`config.mk`:
```
export PLATFORM = sky130hd
export DESIGN_NAME = mcu_pause_ctrl
export DESIGN_NICKNAME = d
export VERILOG_FILES = /design/src/rtl/mcu_pause_ctrl.sv
export SDC_FILE = /design/constraint.sdc
export NUM_CORES = 1
export LEC_CHECK = 0
export ABC_AREA = 1
export CORE_ASPECT_RATIO = 1.5
export CORE_MARGIN = 2
export CORE_UTILIZATION = 43
export CTS_CLUSTER_SIZE = 30
export DETAILED_ROUTE_END_ITERATION = 10
export GPL_TIMING_DRIVEN = 0
export SYNTH_ARGS = -nofsm -noshare
export SYNTH_HDL_FRONTEND = slang
export SYNTH_SLANG_ARGS = --single-unit
export TNS_END_PERCENT = 1
```
`constraint.sdc`:
```
create_clock -name i_clk -period 3.05 [get_ports i_clk]
set_input_delay 0.915 -clock i_clk [delete_from_list [all_inputs] [get_ports i_clk]]
set_output_delay 0.915 -clock i_clk [all_outputs]
set_load 0.01 [all_outputs]
```
`src/rtl/mcu_pause_ctrl.sv`:
```
// rtl/mcu_pause_ctrl.sv - MCU boot/pause sequencer beside the Core
//
// Holds the Core in boot until the loader is done and BOOT_WAIT cycles have
// passed. Requests a Core pause from the Core's own PSE or from a debug pin,
// waits for the Core's acknowledge, and releases it on a debug resume pin.
//
// Ports:
//   i_clk, i_rstn          clock, asynchronous active-low reset
//   i_loadDone             loader finished (synchronous level)
//   i_coreDoPause          Core PSE pause request
//   i_coreNowPsd           Core pause acknowledge
//   i_extPause/i_extResume asynchronous debug pins, rising edge is the event
//   o_isBooted             Core boot release
//   o_startPause           Core pause request
//   o_isPaused             Core fully paused
//   o_pauseErr             sticky acknowledge timeout
//   o_state                debug state: 0=BOOT 1=RUN 2=PAUSING 3=PAUSED

module mcu_pause_ctrl #(
  parameter int BOOT_WAIT     = 16,
  parameter int PAUSE_TIMEOUT = 8,
  parameter int CNT_W         = 8
) (
  input  logic       i_clk,
  input  logic       i_rstn,
  input  logic       i_loadDone,
  input  logic       i_coreDoPause,
  input  logic       i_coreNowPsd,
  input  logic       i_extPause,
  input  logic       i_extResume,
  output logic       o_isBooted,
  output logic       o_startPause,
  output logic       o_isPaused,
  output logic       o_pauseErr,
  output logic [1:0] o_state
);

  typedef enum logic [1:0] {
    ST_BOOT    = 2'd0,
    ST_RUN     = 2'd1,
    ST_PAUSING = 2'd2,
    ST_PAUSED  = 2'd3
  } state_t;

  localparam logic [CNT_W-1:0] BW  = CNT_W'(BOOT_WAIT);
  localparam logic [CNT_W-1:0] PT  = CNT_W'(PAUSE_TIMEOUT);
  localparam logic [CNT_W-1:0] ONE = CNT_W'(1);

  state_t           state_q, state_d;
  logic [CNT_W-1:0] cnt_q, cnt_d;
  logic             pend_q, pend_d;
  logic             guard_q, guard_d;
  logic             err_q, err_d;
  logic             booted_q, booted_d;
  logic             start_q, start_d;
  logic             paused_q, paused_d;

  // [0],[1] synchronizer stages, [2] previous synchronized value.
  logic [2:0]       psync_q, psync_d;
  logic [2:0]       rsync_q, rsync_d;
  // Registered edge pulses: one cycle wide, three cycles after the pin rises.
  logic             pedge_q, pedge_d;
  logic             redge_q, redge_d;

  always_comb begin
    psync_d = {psync_q[1:0], i_extPause};
    rsync_d = {rsync_q[1:0], i_extResume};
    pedge_d = psync_q[1] & ~psync_q[2];
    redge_d = rsync_q[1] & ~rsync_q[2];
  end

  always_comb begin
    state_d = state_q;
    cnt_d   = cnt_q;
    pend_d  = pend_q;
    guard_d = 1'b0;
    err_d   = err_q;

    case (state_q)
      ST_BOOT: begin
        // Ext edges are dropped here: nothing may be pending once booted.
        if ((cnt_q == BW) && i_loadDone) begin
          state_d = ST_RUN;
          cnt_d   = '0;
        end else if (cnt_q != BW) begin
          cnt_d = cnt_q + ONE;
        end
      end
      ST_RUN: begin
        if (pedge_q) begin
          pend_d = 1'b1;
        end
        // guard_q masks a PSE still draining through the pipe right after resume.
        if ((i_coreDoPause && !guard_q) || pend_q || pedge_q) begin
          state_d = ST_PAUSING;
          cnt_d   = '0;
        end
      end
      ST_PAUSING: begin
        if (i_coreNowPsd) begin
          state_d = ST_PAUSED;
          pend_d  = 1'b0;
        end else begin
          if (cnt_q != PT) begin
            cnt_d = cnt_q + ONE;
          end
          if (cnt_d == PT) begin
            err_d = 1'b1;
          end
        end
      end
      ST_PAUSED: begin
        // A simultaneous pause edge is simply not looked at: resume wins.
        if (redge_q) begin
          state_d = ST_RUN;
          guard_d = 1'b1;
          pend_d  = 1'b0;
        end
      end
      default: begin
        state_d = ST_BOOT;
      end
    endcase
  end

  // Outputs are decoded from the next state so they line up with o_state.
  always_comb begin
    booted_d = (state_d != ST_BOOT);
    start_d  = (state_d == ST_PAUSING) || (state_d == ST_PAUSED);
    paused_d = (state_d == ST_PAUSED);
  end

  always_ff @(posedge i_clk or negedge i_rstn) begin
    if (!i_rstn) begin
      state_q  <= ST_BOOT;
      cnt_q    <= '0;
      pend_q   <= 1'b0;
      guard_q  <= 1'b0;
      err_q    <= 1'b0;
      booted_q <= 1'b0;
      start_q  <= 1'b0;
      paused_q <= 1'b0;
      psync_q  <= '0;
      rsync_q  <= '0;
      pedge_q  <= 1'b0;
      redge_q  <= 1'b0;
    end else begin
      state_q  <= state_d;
      cnt_q    <= cnt_d;
      pend_q   <= pend_d;
      guard_q  <= guard_d;
      err_q    <= err_d;
      booted_q <= booted_d;
      start_q  <= start_d;
      paused_q <= paused_d;
      psync_q  <= psync_d;
      rsync_q  <= rsync_d;
      pedge_q  <= pedge_d;
      redge_q  <= redge_d;
    end
  end

  assign o_isBooted   = booted_q;
  assign o_startPause = start_q;
  assign o_isPaused   = paused_q;
  assign o_pauseErr   = err_q;
  assign o_state      = state_q;

endmodule

```
# After elaboration in Yosys (flattened, before gate mapping)
# Cells that the tools add are included.
dict set report totals {
  ff_bits 24
  inputBits 7
  output_inout_bits 6
  wordCells 65
}
dict set report op_classes {
  add_sub_neg 1
  n_eq_ne 15
  mux 19
  bitwise 5
  reduce_logical 13
}
# op n
set op_table {}
lappend op_table {{8-bit 2-to-1 mux} 7}
lappend op_table {{8-bit case mux with 3 select lines} 1}
lappend op_table {{2-bit inequality test (second input constant)} 5}
lappend op_table {{8-bit by 1-bit adder with 8-bit output (second input constant)} 1}
lappend op_table {{2-bit == test (second input constant)} 4}
lappend op_table {{8-bit by 4-bit == test with 1-bit output (second input constant)} 1}
lappend op_table {{8-bit by 5-bit == test with 1-bit output (second input constant)} 1}
lappend op_table {{2-bit 2-to-1 mux} 4}
lappend op_table {{8-bit by 4-bit inequality test with 1-bit output (second input constant)} 1}
lappend op_table {{8-bit by 5-bit inequality test with 1-bit output (second input constant)} 1}
lappend op_table {{2-bit case mux with 4 select lines} 1}
lappend op_table {{4-bit AND reduction} 2}
lappend op_table {{3-bit nonzero test} 2}
lappend op_table {{1-bit 2-to-1 mux} 5}
lappend op_table {{1-bit logical OR} 3}
lappend op_table {{3-bit inequality test (second input constant)} 1}
lappend op_table {{1-bit inverter} 3}
lappend op_table {{1-bit case mux with 3 select lines} 1}
lappend op_table {{3-bit AND reduction} 1}
lappend op_table {{1-bit AND} 2}
lappend op_table {{2-bit by 1-bit == test with 1-bit output (second input constant)} 1}
lappend op_table {{1-bit logical AND} 2}
lappend op_table {{2-bit logical NOT} 1}
lappend op_table {{2-bit nonzero test} 1}
lappend op_table {{1-bit logical NOT} 1}

# Logic depth before layout (Yosys ltp)
# Gate-level depths: netlist of the first run.
dict set report depth {
  depth_word 8
  depth_mapped 11
  mapped_depth_nobuf 11
}

# Worst setup path before layout of the first run
# No wires, ideal clock.
dict set report synth_path {
  path_kind {in2reg}
  startpoint {in i_loadDone}
  endpoint {reg cnt_q[6]}
  setup_time_ns 0.123
  arrival_time_ns 1.626
  t_required_ns 2.927
  path_slack_ns 1.301
  cell_stages 6
  path_buffers 1
  path_cell_list {or2_0 > nor3_2 > nor2_2 > buf_6 > nand3_1 > o21ai_1}
}
dict set report synth_between {
  elab_chain_len 3
  word_cells_on_any_way 5
  classes_between {eq/ne (1); mux (2); reduce/logical (2)}
}
# item line_no
set synth_lines {}
lappend synth_lines {{start, declared} 26} ;# input logic i_loadDone,
lappend synth_lines {{1-bit logical AND *} 82} ;# if ((cnt_q == BW) && i_loadDone) begin
lappend synth_lines {{3-bit inequality test (no line) or 8-bit 2-to-1 mux (tied branches)} -}
lappend synth_lines {{4-bit AND reduction (no line) or 8-bit case mux with 3 select lines (tied branches)} -}
lappend synth_lines {{end signal, assigned} 149} ;# cnt_q <= cnt_d;
lappend synth_lines {{end, declared} 50} ;# logic [CNT_W-1:0] cnt_q, cnt_d;
# Mark *: on every way between the ends. The rest lies on a longest branch, timed or not.
# A chain may end at the register's enable or synchronous reset.

# Worst setup path in the final report of the first run
dict set report layout_path {
  startpoint {reg state_q[1], in the netlist o_state[1]}
  endpoint {out o_state[1]}
}
# item line_no
set layout_lines {}
lappend layout_lines {{start, declared} 49} ;# state_t state_q, state_d;
lappend layout_lines {{start signal, assigned} 148} ;# state_q <= state_d;
lappend layout_lines {{end, declared} 35} ;# output logic [1:0] o_state
# No word-level cell between the ends.

==> summary.txt, run 1 <==
Placed design
  – Post-DP Area: 1510 um2
  – Port-buffer cells: 12
  – Placed cell count: 224
  – GP Congestion: 0.823
  – Post-detail-place hpwl: 2080 um

Yosys
  – Post-Synth XOR/XNOR Area: 1.31%
  – Synth Net Count: 187
  – Post-synthesis cell count: 173
  – Mux contribution to synthesized area: 0%
  – Area leader, netlist: dfrtp_1
  – Adder-cell share of the synthesized area: 6.55%
  – Post-Syn Area: 1340 um2
  – Avg Inst Size Synth: 7.72 um2
  – Share of the synthesized area in the top cell type: 44.9%
  – Post-synthesis simple-gate area fraction: 31.6%
  – FF+latch count, synth: 24
  – Synth Area in Compound Gates: 6.84%
  – Yosys cell types: 20
  – Largest family of logic cells by synthesized area: simple AND/OR/NAND/NOR gates
  – Register area share after synthesis: 44.9%
  – Area contributors post-synth: dfrtp_1 (45%), nand2_1 (15%), nand3_1 (8.2%), ha_1 (6.6%), inv_1 (6.2%)
  – Syn. warnings: 0

Global routing
  – Global Route Usage Sum: 18.3%
  – Layer with the highest usage: met2
  – Met2 Usage GRT: 35.3%
  – Vias in the first global route: 1178
  – Global-route wire length before repair: 5090 um
  – GRT overflow: 0
  – Antenna violations before repair: 0
  – Largest net degree at the start of global routing: 25
  – Global-route met3 utilization: 2.67%
  – Met1 usage: 20.3%

Worst hold path
  – Min-delay worst type: reg2reg
  – Hold_sp: psync_q[0]
  – Min-Delay Endpoint: psync_q[1]
  – Hold Path Cell Cnt: 0

Cells and area
  – Post-layout util: 53.6%
  – Syn-to-layout area delta: 18.0%
  – Antenna diodes: 0
  – Fin cells: 228
  – Post-route cell area: 1580 um2
  – Nets: 204
  – Layout cells sized above 1: 8.99%

STA
  – Pins Over Slew Limit: 0
  – Final min period: 2.20 ns
  – Rel. slew slack: 29.8%
  – Unrepaired setup endpoints after global routing: no
  – Setup TNS: 0 ns
  – Fmax: 454 MHz
  – Period utilization: 72.3%
  – Layout Skew: 0.00821 ns
  – Final hold vios: 0
  – Worst slew pin tran: 1.05 ns
  – Hold_ws: 0.357 ns
  – Setup Viol. Count Final: 0

Clock tree
  – CTS resizes: 0
  – CTS max path bufs: 2
  – CTS H-tree depth: 1
  – Clock Latency Late Sink: 0.27 ns
  – CTS Buf Count: 3
  – Num Clock Sinks: 24
  – Root Buffer: clkbuf_8
  – Post-CTS Hold Fix Bufs: 0
  – Postcts setup bufs: 0
  – TritonCTS clock tree: yes
  – Reg clk slew, reported paths: 0.08 ns

Power
  – Worst VDD drop: 0.429 mV
  – Static Leak: 0.805 nW
  – PD cells: 865 nW/um2

Critical path
  – Setup Crit Path Kind: reg2out
  – Crit-path max cell delay: 0.58 ns
  – Crit Reg-Reg Endpoint: cnt_q[7]
  – Data required, critical path: 2.13 ns
  – Critical R2R Launch: o_state[0]
  – CP Max Fanout: 6
  – CP Launch Type: register
  – Flop-to-flop setup slack: 1.19 ns
  – Slowest-stage cell, CP: clkdlybuf4s50_1
  – Reg2Reg Depth: 10
  – CP Capture Type: output pin
  – Crit-path leading delay family: buffers and inverters
  – CP Cell Sequence: clkdlybuf4s50_1
  – CP Buf/Inv Count: 1
  – Crit path DAT: 1.29 ns

Flow run
  – Max-cap violations: 0

Routing
  – Initial DRT Pass Iterations: 4
  – Aggregate routed wire length: 2740 um
  – Post-route ant nets: 0
  – Total vias in the final route: 1139
  – Detailed-route DRC error count: 0
  – Via density per instance: 5.00
  – Routed len/inst: 12.0 um
  – Initial DRC Count: 36

Floorplanning
  – I/O Pins: 13
  – Starting Density: 45.4%
  – Chip Height: 72.3 um
  – Area of the core: 2940 um2
  – Full die area: 3580 um2
  – Die width: 49.5 um
  – Row cnt: 24

Status
  – Status: complete, no violations
==> worst max path at each step <==
stage	from	end	cells past startpoint
global route	o_state[1]	o_state[1]	1
global placement	i_coreDoPause	cnt_q[6]	8
finish	o_state[1]	o_state[1]	1
CTS	o_state[1]	o_state[1]	1
detailed placement	i_coreDoPause	cnt_q[6]	8
floorplan	i_loadDone	cnt_q[6]	6
==> cells by family (layout without fill, tap and decap cells) <==
kind of cell / Yosys count / after routing
AO/OA/AOI/OAI: 15 / 15
flip-flops: 24 / 24
adder cells (fa/ha/maj): 7 / 7
XOR/XNOR: 2 / 2
AND/OR/NAND/NOR: 98 / 98
buffers and inverters: 27 / 43
==> layout by cell type, fill, tap and decap left out, types with 2 or more instances in the layout <==
master and count:
nand2_1 54, a21oi_1 4, o21ai_2 3, inv_1 22
or2_0 3, clkdlybuf4s50_1 12, buf_6 2, nor2_1 14
nand3_1 22, dfrtp_1 24, o21ai_1 5, nor3_2 2
inv_2 3, nor2_2 2, ha_1 7, clkbuf_8 3
==> flip-flops by register name, summed over array words and instances (netlist names) <==
register	flops
o_isBooted	1
o_state	2
o_isPaused	1
psync_q	3
rsync_q	3
o_startPause	1
o_pauseErr	1
guard_q	1
pend_q	1
pedge_q	1
redge_q	1
cnt_q	8
==> stage by stage <==
step	setup WS (ns)	total power, mW
2_1_floorplan	1.30	0.896
3_5_place_dp	0.728	1.09
5_1_grt	0.769	1.49
6_report	0.846	1.36
4_1_cts	0.834	1.38
3_3_place_gp	0.736	1.07
==> cell type report <==
class	instances	area [um2]
buffer	2	22.5
fill	299	1370
tap	39	48.8
multi-input combinational	122	619
timing repair buffer	12	120
inverter	25	93.8
clock buffer	3	41.3
sequential	24	601
clock inverter	1	30.0
==> metal layers <==
layer	up-vias	wire [um]	share of wire [%]
met5	-	0	0
met4	0	48	1.7
met3	7	86	3.1
met2	17	1430	52
met1	543	1180	43
li1	572	-	-
==> cell usage after synthesis, drive strengths merged <==
library cell,count
o31ai,1
nand2,55
dfrtp,24
a21oi,4
xnor2,1
buf,2
o21ai,9
or2,3
inv,25
o21bai,1
nand3,22
nor2,16
xor2,1
ha,7
nor3,2
==> power breakdown <==
part           total (mW)  switching [mW]  internal, mW
combinational       0.653           0.402         0.251
sequential          0.430          0.0483         0.381
clock               0.282           0.106         0.176
No activity file was read; power rests on OpenSTA's default activity.
==> inputs of run 2 (changes only) <==
Clock period 3.05 ns to 2.1 ns, I/O delays scaled along.
==> results of run 2 <==
Same layout as run 1 (identical final DEF). Status: complete, no violations.
Main changes from that run: setup slack after placement 0.728 ns -> 0.0628 ns; setup slack after layout 0.846 ns -> 0.181 ns; register-to-register setup slack 1.19 ns -> 0.24 ns; total power 1.36 mW -> 1.98 mW; worst IR drop on VDD 0.429 mV -> 0.623 mV
==> inputs of run 3 (changes only) <==
Settings changed: CAP_MARGIN set to 10, TNS_END_PERCENT 1 to 30.
==> results of run 3 <==
Same layout as run 1 (identical final DEF). Status: complete, no violations.
Main changes from that run: setup slack after placement 0.728 ns -> 0.0628 ns; setup slack after layout 0.846 ns -> 0.181 ns; register-to-register setup slack 1.19 ns -> 0.24 ns; total power 1.36 mW -> 1.98 mW; worst IR drop on VDD 0.429 mV -> 0.623 mV
